## src/rtl/fir_ctrl_registers.sv

```systemverilog
// Host-visible control/status register bank of the FIR accelerator.
// Holds Start and the filter configuration; returns engine status on a combinational read bus.
module fir_ctrl_registers (
  input  logic        clk_b,
  input  logic        rst_n,
  input  logic [15:0] CDC_data,
  input  logic [2:0]  nr_Rejestru,
  input  logic        wr_Rej,
  input  logic        Pracuje,
  input  logic        DONE,
  output logic [15:0] Rej_out,
  output logic        Start,
  output logic [5:0]  Ile_wsp,
  output logic [13:0] Ile_probek
);

  localparam logic [2:0] ADDR_START   = 3'b000;
  localparam logic [2:0] ADDR_DONE    = 3'b001;
  localparam logic [2:0] ADDR_PRACUJE = 3'b010;
  localparam logic [2:0] ADDR_ILE_WSP = 3'b011;
  localparam logic [2:0] ADDR_ILE_PRB = 3'b100;

  logic        start_q, start_d;
  logic [5:0]  ile_wsp_q, ile_wsp_d;
  logic [13:0] ile_probek_q, ile_probek_d;
  logic [15:0] rej_out;

  // A host write to START beats the engine acknowledge in the same cycle.
  always_comb begin
    start_d      = start_q;
    ile_wsp_d    = ile_wsp_q;
    ile_probek_d = ile_probek_q;
    if (wr_Rej && nr_Rejestru == ADDR_START) begin
      start_d = CDC_data[0];
    end else if (Pracuje) begin
      start_d = 1'b0;
    end
    if (wr_Rej && nr_Rejestru == ADDR_ILE_WSP) begin
      ile_wsp_d = CDC_data[5:0];
    end
    if (wr_Rej && nr_Rejestru == ADDR_ILE_PRB) begin
      ile_probek_d = CDC_data[13:0];
    end
  end

  always_ff @(posedge clk_b or negedge rst_n) begin
    if (!rst_n) begin
      start_q      <= 1'b0;
      ile_wsp_q    <= 6'd0;
      ile_probek_q <= 14'd0;
    end else begin
      start_q      <= start_d;
      ile_wsp_q    <= ile_wsp_d;
      ile_probek_q <= ile_probek_d;
    end
  end

  always_comb begin
    rej_out = 16'h0000;
    case (nr_Rejestru)
      ADDR_START:   rej_out = {15'b0, start_q};
      ADDR_DONE:    rej_out = {15'b0, DONE};
      ADDR_PRACUJE: rej_out = {15'b0, Pracuje};
      ADDR_ILE_WSP: rej_out = {10'b0, ile_wsp_q};
      ADDR_ILE_PRB: rej_out = {2'b0, ile_probek_q};
      default:      rej_out = 16'h0000;
    endcase
  end

  assign Rej_out    = rej_out;
  assign Start      = start_q;
  assign Ile_wsp    = ile_wsp_q;
  assign Ile_probek = ile_probek_q;

endmodule

```

## config.mk

```make
export PLATFORM = sky130hd
export DESIGN_NAME = fir_ctrl_registers
export DESIGN_NICKNAME = d
export VERILOG_FILES = /design/src/rtl/fir_ctrl_registers.sv
export SDC_FILE = /design/constraint.sdc
export NUM_CORES = 1
export LEC_CHECK = 0
export CAP_MARGIN = 20
export CORE_MARGIN = 10
export CORE_UTILIZATION = 35
export CTS_BUF_LIST = sky130_fd_sc_hd__clkbuf_8
export DETAILED_ROUTE_END_ITERATION = 8
export GPL_TIMING_DRIVEN = 0
export PLACE_DENSITY = 0.87
export SLEW_MARGIN = 0
export SYNTH_ARGS = -nofsm -noshare
export SYNTH_HDL_FRONTEND = slang
export SYNTH_SLANG_ARGS = --single-unit
```

## constraint.sdc

```tcl
create_clock -name clk_b -period 1.35 [get_ports clk_b]
set_clock_uncertainty 0.15 [all_clocks]
set_input_delay 0.27 -clock clk_b [delete_from_list [all_inputs] [get_ports clk_b]]
set_output_delay 0.27 -clock clk_b [all_outputs]
set_load 0.1 [all_outputs]
```

==> flow_summary_export.csv, run 1 <==
group,metric,value,unit
route,wl_per_cell,21.7,um
clocking,ctsHoldBuffers,0,
clocking,clk_pin_slew,0.08,ns
die,dieHeight,75.1,um
sta,setup_viol,34,
sta,hold_viol,0,
clocking,cts_buffer_depth,2,
critical_path,cp_max_fo,3,
yosys,synth_warnings,0,
critical_path,critPathCaptureType,"primary output",
sta,slew_headroom,34.7,%
route,first_pass_iters,4,
final_layout,drive_gt1_share,80.8,%
sta,rsz0062_at_grt,"true",
power,p_leak,1.00,nW
status,violations,"negative setup slack",
global_route,grt_max_degree,22,
power,power.density,1620,nW/um2
route,vias_per_cell,5.07,
min_path,worstHoldPathType,"input port to asynchronous set/reset pin",
sta,fmax,0.529,GHz
power,ir_worst_vdd,1.01,mV
die,rows,19,
global_route,antenna_found_initial,0,
sta,drv_slew,0,
final_layout,finalNonFillerCells,177,
final_layout,syn2layout_area_growth,112,%
placed_design,place_hpwl,2530,um
die,num_io_pins,61,
yosys,synth_area_per_cell,14.0,um2
placed_design,place_congestion,0.744,
final_layout,fillCellCount,127,
route,first_iter_violations,55,
final_layout,fin_util,79.6,%
placed_design,dpl_cell_area,1840,um2
global_route,gr-usage-met2,23.0,%
die,core_area,2830,um2
clocking,cts_tree,"yes",
sta,min_period,1.89,ns
route,drt-total-wl,3840,um
critical_path,critPathRequiredTime,0.93,ns
route,vias,898,
sta,tightest_slew,0.979,ns
die,die-width,75.1,um
final_layout,antennaDiodeCount,0,
placed_design,post-place-cells,163,
route,drcViolationCount,0,
yosys,syn_area,1060,um2
die,die_area,5630,um2
critical_path,cp_data_arrival_time,1.47,ns
yosys,ys_seq_elements,21,
global_route,grt_pass1_vias,987,
global_route,track_usage,13.5,%
sta,timing.final.ws_setup,-0.541,ns
clocking,cts_sinks,21,
final_layout,final_nets,171,
yosys,netlist_instances,76,
route,drtAntennaViolNets,0,
global_route,use_met3,4.34,%
global_route,top_usage_layer,"met2",
status,status,"finished with violations",
final_layout,design_area,2250,um2
placed_design,io_buffers,55,
clocking,root_buffer,"clkbuf_8",
global_route,grt.met1_usage,15.5,%
yosys,seq_area_frac_synth,49.5,%
yosys,yosysUniqueCellTypes,24,
critical_path,critPathLaunchType,"flip-flop",
critical_path,worstSetupPathType,"flip-flop to primary output",
power,power,3.65,mW
global_route,grt_pass1_wl,5740,um
clocking,clock_latency,0.26,ns
clocking,htree_levels,1,
sta,min_period_over_period,140,%
global_route,grt_overflow_total,0,
die,start_util,37.5,%
flow_run,cap_violations,0,
clocking,cts_inserted_buffers,3,
per-layer routing:
| layer | part of all wire, % | routed length, um |
|---|---|---|
| met5 | 0 | 0 |
| met4 | 0.81 | 31 |
| met3 | 9.6 | 367 |
| met2 | 49 | 1880 |
| met1 | 41 | 1560 |
critical path, stage by stage (launching register included):
cell	delay, ns
dfrtp_4	0.52
mux2i_4	0.17
nor3b_2	0.08
a211o_4	0.27
buf_12	0.17
power breakdown:
part	switching, mW	total, mW	internal (mW)
sequential	0.161	0.960	0.799
combinational	1.48	2.28	0.799
clock	0.207	0.409	0.203
total	1.85	3.65	1.80
layout make-up:
type | instances | area [um2] | area share [%]
clock inverter | 1 | 3.75 | 0.167
tap | 31 | 38.8 | 1.72
timing repair buffer | 68 | 936 | 41.6
sequential | 21 | 562 | 24.9
clock buffer | 3 | 41.3 | 1.83
multi-input combinational | 49 | 622 | 27.6
buffer | 4 | 48.8 | 2.17
cells in the mapped netlist:
cell type	count	area share [%]
clkbuf_1	1	0.35
buf_12	1	1.9
nand2b_1	1	0.59
and3b_2	1	0.94
conb_1	1	0.35
buf_6	1	1.1
nand2_2	1	0.59
buf_2	1	0.47
nor2_1	1	0.35
and2_1	9	5.3
nor3b_1	1	0.71
a22o_1	4	3.3
dfrtp_1	21	50
o21ai_0	1	0.47
mux2i_1	2	1.9
mux2_2	10	11
buf_4	3	2.1
a211o_2	1	0.94
nor3b_4	1	1.8
nor4b_1	1	0.83
mux2_4	10	14
nand2_1	1	0.35
nor3_1	1	0.47
a32o_1	1	0.94
through the flow:
step	TNS, ns	hold WS [ns]	setup WS, ns
3_3_place_gp	-59.59	0.363	-1.84
3_5_place_dp	-62.51	0.370	-1.86
4_1_cts	-7.23	0.157	-0.505
5_1_grt	-8.03	0.163	-0.583
2_1_floorplan	-7.48	-0.176	-0.344
6_report	-6.71	0.0931	-0.541
cells in the final DEF, fill, tap and decap left out, drive strengths merged, types with 2 or more instances in the layout:
| cell type | instances |
|---|---|
| clkbuf | 5 |
| mux2i | 2 |
| a22o | 4 |
| dfrtp | 21 |
| nand2 | 2 |
| mux2 | 20 |
| clkdlybuf4s50 | 16 |
| conb | 2 |
| nor3b | 2 |
| and2 | 9 |
| buf | 52 |
repair_timing:
action,CTS,global route
resized for setup,303,20
setup endpoints to repair,77,37
buffers inserted,9,6
pin swaps,10,2
gates cloned,2,0
kinds of logic after synthesis:
family | Yosys count | synth area share [%]
AOI/OAI and AO/OA | 7 | 5.66
buffers and inverters | 7 | 5.90
and+or+nand+nor | 18 | 11.9
muxes | 22 | 26.7
other | 1 | 0.353
DFF | 21 | 49.5
registers in the layout (all words and copies together), names as in the netlist:
register    cells
Ile_probek     14
Start           1
Ile_wsp         6
worst paths after layout:
| kind | start | to | slack [ns] | cells after the start |
|---|---|---|---|---|
| max | Ile_wsp[0]$_DFFE_PN0P_ | Rej_out[0] | -0.54 | 4 |
| min | rst_n | Ile_probek[8]$_DFFE_PN0P_ | 0.09 | 1 |
| max reg2reg | Ile_wsp[4]$_DFFE_PN0P_ | Ile_wsp[4]$_DFFE_PN0P_ | 0.23 | 2 |
| min reg2reg | Ile_probek[6]$_DFFE_PN0P_ | Ile_probek[6]$_DFFE_PN0P_ | 0.41 | 1 |
| max in group asynchronous | rst_n | Ile_wsp[1]$_DFFE_PN0P_ | 0.24 | 1 |
| min in group clk_b | nr_Rejestru[2] | Start$_DFFE_PN0P_ | 0.20 | 4 |
Note: power is estimated with default switching activity, not from simulation.
==> run 2, diff against run 1 <==
--- a/config.mk
+++ b/config.mk
@@ -11,6 +11,7 @@
 export CTS_BUF_LIST = sky130_fd_sc_hd__clkbuf_8
 export DETAILED_ROUTE_END_ITERATION = 8
 export GPL_TIMING_DRIVEN = 0
+export HOLD_SLACK_MARGIN = 0.12
 export PLACE_DENSITY = 0.87
 export SLEW_MARGIN = 0
 export SYNTH_ARGS = -nofsm -noshare
==> constraint.sdc (replaced) <==
create_clock -name clk_b -period 1.35 [get_ports clk_b]
set_clock_uncertainty 0.15 [all_clocks]
set_input_delay 0.27 -clock clk_b [delete_from_list [all_inputs] [get_ports clk_b]]
set_output_delay 0.27 -clock clk_b [all_outputs]
set_load 0.005 [all_outputs]
==> run 2 against run 1 <==
The run still ends with negative setup slack left. Maximum frequency rose by 9.1%. Combinational power fell by 54%. Sequential power fell by 11%. Routed wire length rose by 12%. Final area fell by 0.56%. Global-route usage rose by 1.6 points. Critical endpoint unchanged.
==> flow_summary_export.csv, run 2 (same netlist as run 1, synthesis figures left out) <==
group,metric,value,unit
final_layout,fillCellCount,157,
clocking,clk_pin_slew,0.08,ns
critical_path,worstSetupPathType,"flip-flop to primary output",
die,start_util,37.5,%
final_layout,largest_register_ffs,14,
final_layout,mostFrequentLayoutCells,"30 x buf_6, 27 x buf_4, 21 x dfrtp_1",
final_layout,syn2layout_area_growth,111,%
power,p_leak,1.12,nW
die,die-width,75.1,um
critical_path,critPathLaunchType,"flip-flop",
clocking,ctsHoldBuffers,0,
route,drt-total-wl,4320,um
sta,slew_headroom,35.1,%
critical_path,critPathRequiredTime,0.93,ns
clocking,cts_tree,"yes",
clocking,cts_buffer_depth,2,
critical_path,r2r_start,"Ile_probek[2]$_DFFE_PN0P_",
die,core_area,2830,um2
critical_path,path_delay_family,"flip-flops",
sta,hold_ws,0.00139,ns
global_route,grt_pass1_vias,1192,
critical_path,max_stage_delay,0.40,ns
critical_path,r2r_cells,3,
power,power,2.31,mW
placed_design,place_hpwl,2460,um
critical_path,cp_data_arrival_time,1.31,ns
die,die_area,5630,um2
power,ir_worst_vdd,0.760,mV
sta,fmax,0.577,GHz
sta,hold_viol,0,
sta,drv_slew,0,
power,seqPwrFrac,36.9,%
clocking,clock_latency,0.26,ns
critical_path,rrSetupSlack,0.20,ns
power,switching_share,27.3,%
route,first_pass_iters,2,
route,wl_per_cell,20.3,um
power,comb_power_share,45.0,%
route,drcViolationCount,0,
critical_path,critPathCaptureType,"primary output",
route,first_iter_violations,27,
critical_path,cp_max_fo,2,
sta,tns,-6.91,ns
min_path,worstHoldPathType,"input port to asynchronous set/reset pin",
placed_design,place_congestion,0.784,
status,violations,"negative setup slack",
global_route,track_usage,15.1,%
critical_path,reg2reg_to,"Ile_probek[2]$_DFFE_PN0P_",
clocking,cts_sinks,21,
route,vias,1043,
clocking,cts_inserted_buffers,3,
final_layout,antennaDiodeCount,0,
placed_design,io_buffers,55,
final_layout,drive_gt1_share,61.5,%
die,dieHeight,75.1,um
sta,setup_viol,35,
clocking,htree_levels,1,
die,num_io_pins,61,
sta,min_period,1.73,ns
route,vias_per_cell,4.90,
final_layout,final_nets,207,
power,p_int,1.68,mW
global_route,antenna_found_initial,0,
status,status,"finished with violations",
sta,min_period_over_period,128,%
route,drtAntennaViolNets,0,
power,power.switching,0.632,mW
flow_run,cap_violations,0,
critical_path,path_cells,"mux2i_1, nor3b_1, a211o_2, buf_6",
sta,tightest_slew,0.972,ns
critical_path,cp_slowest_cell,"dfrtp_1",
critical_path,critical_path_buf_inv_count,1,
power,p_clk_share,18.2,%
power,power.density,1030,nW/um2
sta,rsz0062_at_grt,"true",
clocking,root_buffer,"clkbuf_8",
global_route,grt_max_degree,22,
final_layout,mostFrequentLayoutCell,"buf_6",
global_route,grt_pass1_wl,6330,um
global_route,grt_overflow_total,0,
sta,timing.final.ws_setup,-0.382,ns
die,rows,19,
==> run 2: cell types whose count changed in the layout (fill, tap and decap cells not counted), sizes merged <==
cell	previous run	this run
buf	52	71
clkdlybuf4s15	1	15
clkbuf	5	7
clkdlybuf4s50	16	14
dlygate4sd2	1	3
clkinv	0	1
dlymetal6s2s	0	1
inv	1	0
==> run 2: per-layer routing <==
metal  share of wire [%]  wire length [um]  GRT usage, %  vias up
li1                    -                 -             -      477
met1                  39              1660          16.0      516
met2                  50              2170          26.4       44
met3                  10               440          7.23        6
met4                 1.0                43          3.78        0
met5                   0                 0             0        -
==> run 2: power by group through the flow <==
stage               clock, mW  combinational (mW)  sequential [mW]
floorplan                   0               0.253            0.875
global route            0.461                1.10            0.867
CTS                     0.419               0.928            0.841
detailed placement          0               0.711            0.881
finish                  0.420                1.04            0.853
global placement            0               0.699            0.874
==> run 2: how the worst max path moves through the flow <==
stage                                     end                   start  depth (start not counted)  slack [ns]
floorplan           Ile_probek[0]$_DFFE_PN0P_          nr_Rejestru[0]                          6       -0.24
finish                             Rej_out[0]  Ile_wsp[0]$_DFFE_PN0P_                          4       -0.38
detailed placement                 Rej_out[5]          nr_Rejestru[2]                          5       -1.37
global route                       Rej_out[0]  Ile_wsp[0]$_DFFE_PN0P_                          4       -0.45
global placement                   Rej_out[5]          nr_Rejestru[2]                          5       -1.28
CTS                                Rej_out[0]       Start$_DFFE_PN0P_                          4       -0.33
==> run 2: stage by stage <==
step / util (%) / setup slack [ns] / instance area, um2 / cells
3_3_place_gp: 60.2 / -1.28 / 1700 / 163
6_report: 79.2 / -0.382 / 2240 / 213
2_1_floorplan: - / -0.236 / 1110 / 77
4_1_cts: 74.7 / -0.326 / 2110 / 206
5_1_grt: 79.2 / -0.447 / 2240 / 213
3_5_place_dp: 60.2 / -1.37 / 1700 / 163
==> run 2: timing repair <==
action / CTS / global route
setup buffers: 38 / 12
resized for setup: 132 / 42
setup endpoints to repair: 56 / 68
endpoints found under the hold margin: 0 / 21
cloned: 2 / 0
pin swaps: 15 / 6
==> run 2: area by class of cell <==
type	count	area, um2	area share (%)
clock inverters	1	5.00	0.223
multi-input cells	49	551	24.6
clock buffers	3	41.3	1.84
repair buffers	103	1010	45.1
flip-flops and latches	21	526	23.5
plain buffers	5	68.8	3.07
well taps	31	38.8	1.73
==> run 3, diff against run 2 <==
--- a/config.mk
+++ b/config.mk
@@ -10,7 +10,6 @@
 export CORE_UTILIZATION = 35
 export CTS_BUF_LIST = sky130_fd_sc_hd__clkbuf_8
 export DETAILED_ROUTE_END_ITERATION = 8
-export GPL_TIMING_DRIVEN = 0
 export HOLD_SLACK_MARGIN = 0.12
 export PLACE_DENSITY = 0.87
 export SLEW_MARGIN = 0
==> run 3 against run 2 <==
The flow still finishes with violations (negative setup slack). First-iteration DRC count up 85%. Die area unchanged. Hold slack better by 0.22 ns. Clock power down 3%. Worst setup slack worse by 0.032 ns. Highest routed layer unchanged.
==> flow_summary_export.csv, run 3 (same netlist as run 1, synthesis figures left out) <==
group,metric,value,unit
status,status,"finished with violations",
status,violations,"negative setup slack",
clocking,clock_latency,0.25,ns
critical_path,critPathCaptureType,"flip-flop",
route,wl_met1,1580,um
critical_path,critPathRequiredTime,1.34,ns
route,wl_per_cell,19.7,um
final_layout,final_nets,211,
sta,hold_ws,0.226,ns
placed_design,dpl_cell_area,1830,um2
final_layout,syn2layout_area_growth,107,%
sta,min_period_over_period,131,%
clocking,htree_levels,1,
final_layout,drive_gt1_share,65.6,%
critical_path,rrSetupSlack,0.21,ns
die,core_area,2830,um2
min_path,worstHoldPathType,"input port to asynchronous set/reset pin",
final_layout,antennaDiodeCount,0,
global_route,grt_pass1_vias,1206,
clocking,clk_pin_slew,0.08,ns
placed_design,io_buffers,56,
route,first_iter_violations,50,
route,drt-total-wl,4280,um
route,drtAntennaViolNets,0,
global_route,antenna_found_initial,0,
critical_path,cp_slowest_cell,"mux2_4",
final_layout,design_area,2190,um2
clocking,root_buffer,"clkbuf_8",
critical_path,worstSetupPathType,"input port to flip-flop",
final_layout,mostFrequentLayoutCell,"buf_4",
clocking,cts_buffer_depth,2,
final_layout,mostFrequentLayoutCells,"36 x buf_4, 29 x buf_6, 21 x dfrtp_1",
critical_path,cp_num_cells,9,
sta,fmax,0.567,GHz
global_route,track_usage,13.8,%
critical_path,cp_data_arrival_time,1.75,ns
placed_design,place_congestion,0.817,
die,die_area,5630,um2
die,die-width,75.1,um
clocking,cts_tree,"yes",
route,wl_met3,431,um
sta,drv_slew,0,
global_route,grt_overflow_total,0,
die,rows,19,
sta,rsz0062_at_grt,"true",
sta,setup_viol,36,
critical_path,max_stage_delay,0.30,ns
route,drcViolationCount,0,
route,vias_per_cell,4.74,
clocking,cts_sinks,21,
sta,min_period,1.76,ns
route,vias,1029,
power,ir_worst_vdd,0.684,mV
sta,hold_viol,0,
critical_path,critical_path_buf_inv_count,6,
critical_path,path_delay_family,"buffers and inverters",
die,num_io_pins,61,
global_route,grt_pass1_wl,5980,um
placed_design,place_hpwl,2550,um
route,dr_wl_met2,2230,um
power,p_leak,1.12,nW
die,dieHeight,75.1,um
global_route,grt_max_degree,22,
flow_run,cap_violations,0,
sta,timing.final.ws_setup,-0.414,ns
critical_path,cp_common_cell,"buf_6",
route,top_layer,"met4",
route,first_pass_iters,4,
critical_path,critPathLaunchType,"input port",
final_layout,largest_register_ffs,14,
clocking,cts_inserted_buffers,3,
critical_path,path_cells,"buf_12, nor3b_4, buf_2, buf_6, buf_6, buf_6, and2_4, buf_6, mux2_4",
power,power.density,1060,nW/um2
critical_path,cp_max_fo,4,
critical_path,r2r_cells,3,
die,start_util,37.5,%
[run 3: changes by cell type in the layout (fill, tap and decap cells not counted), moves of 2 or more]
cell,previous run,this run
and2_1,0,3
and2_4,9,6
buf_12,6,3
buf_2,6,16
buf_4,27,36
clkbuf_2,3,1
clkdlybuf4s15_1,15,7
clkdlybuf4s50_1,14,16
[run 3: per-stage QoR]
step	setup slack [ns]	power, mW	cells	TNS [ns]	util, %
detailed placement	-1.07	1.72	179	-31.59	64.6
global route	-0.454	2.44	217	-11.51	77.5
global placement	-1.01	1.70	179	-30.48	64.6
CTS	-0.389	2.19	210	-8.53	73.2
floorplan	-0.236	1.13	77	-3.67	-
finish	-0.414	2.32	217	-10.18	77.5
[run 3: what timing repair did]
action | CTS | global route
gates cloned | 2 | 0
hold buffers | 0 | 0
resized for setup | 168 | 22
pin swaps | 16 | 8
endpoints found under the setup margin | 56 | 47
setup buffers | 26 | 14
[run 3: final cells by class]
type,count,area [um2]
clock inverter,1,5.00
timing repair buffer,112,1030
multi-input combinational,49,549
tap,31,38.8
sequential,21,526
clock buffer,3,41.3
fill,169,637
[run 3: worst paths after layout]
| check | from | end |
|---|---|---|
| worst max-delay path | nr_Rejestru[0] | Ile_probek[2]$_DFFE_PN0P_ |
| worst min-delay path | rst_n | Ile_probek[13]$_DFFE_PN0P_ |
| worst max register to register | Ile_wsp[0]$_DFFE_PN0P_ | Ile_wsp[0]$_DFFE_PN0P_ |
| worst min register to register | Ile_probek[12]$_DFFE_PN0P_ | Ile_probek[12]$_DFFE_PN0P_ |
| max in group asynchronous | rst_n | Ile_wsp[2]$_DFFE_PN0P_ |
| min in group clk_b | nr_Rejestru[2] | Start$_DFFE_PN0P_ |
[run 3: layer usage]
| layer | vias up | GRT usage [%] |
|---|---|---|
| met2 | 41 | 24.3 |
| met1 | 498 | 14.3 |
| met4 | 0 | 3.15 |
| met5 | - | 0 |
| met3 | 6 | 6.83 |
| li1 | 484 | - |
[run 3: where the power goes]
group / internal (mW) / switching [mW]
clock: 0.205 / 0.202
sequential: 0.762 / 0.0970
combinational: 0.722 / 0.330
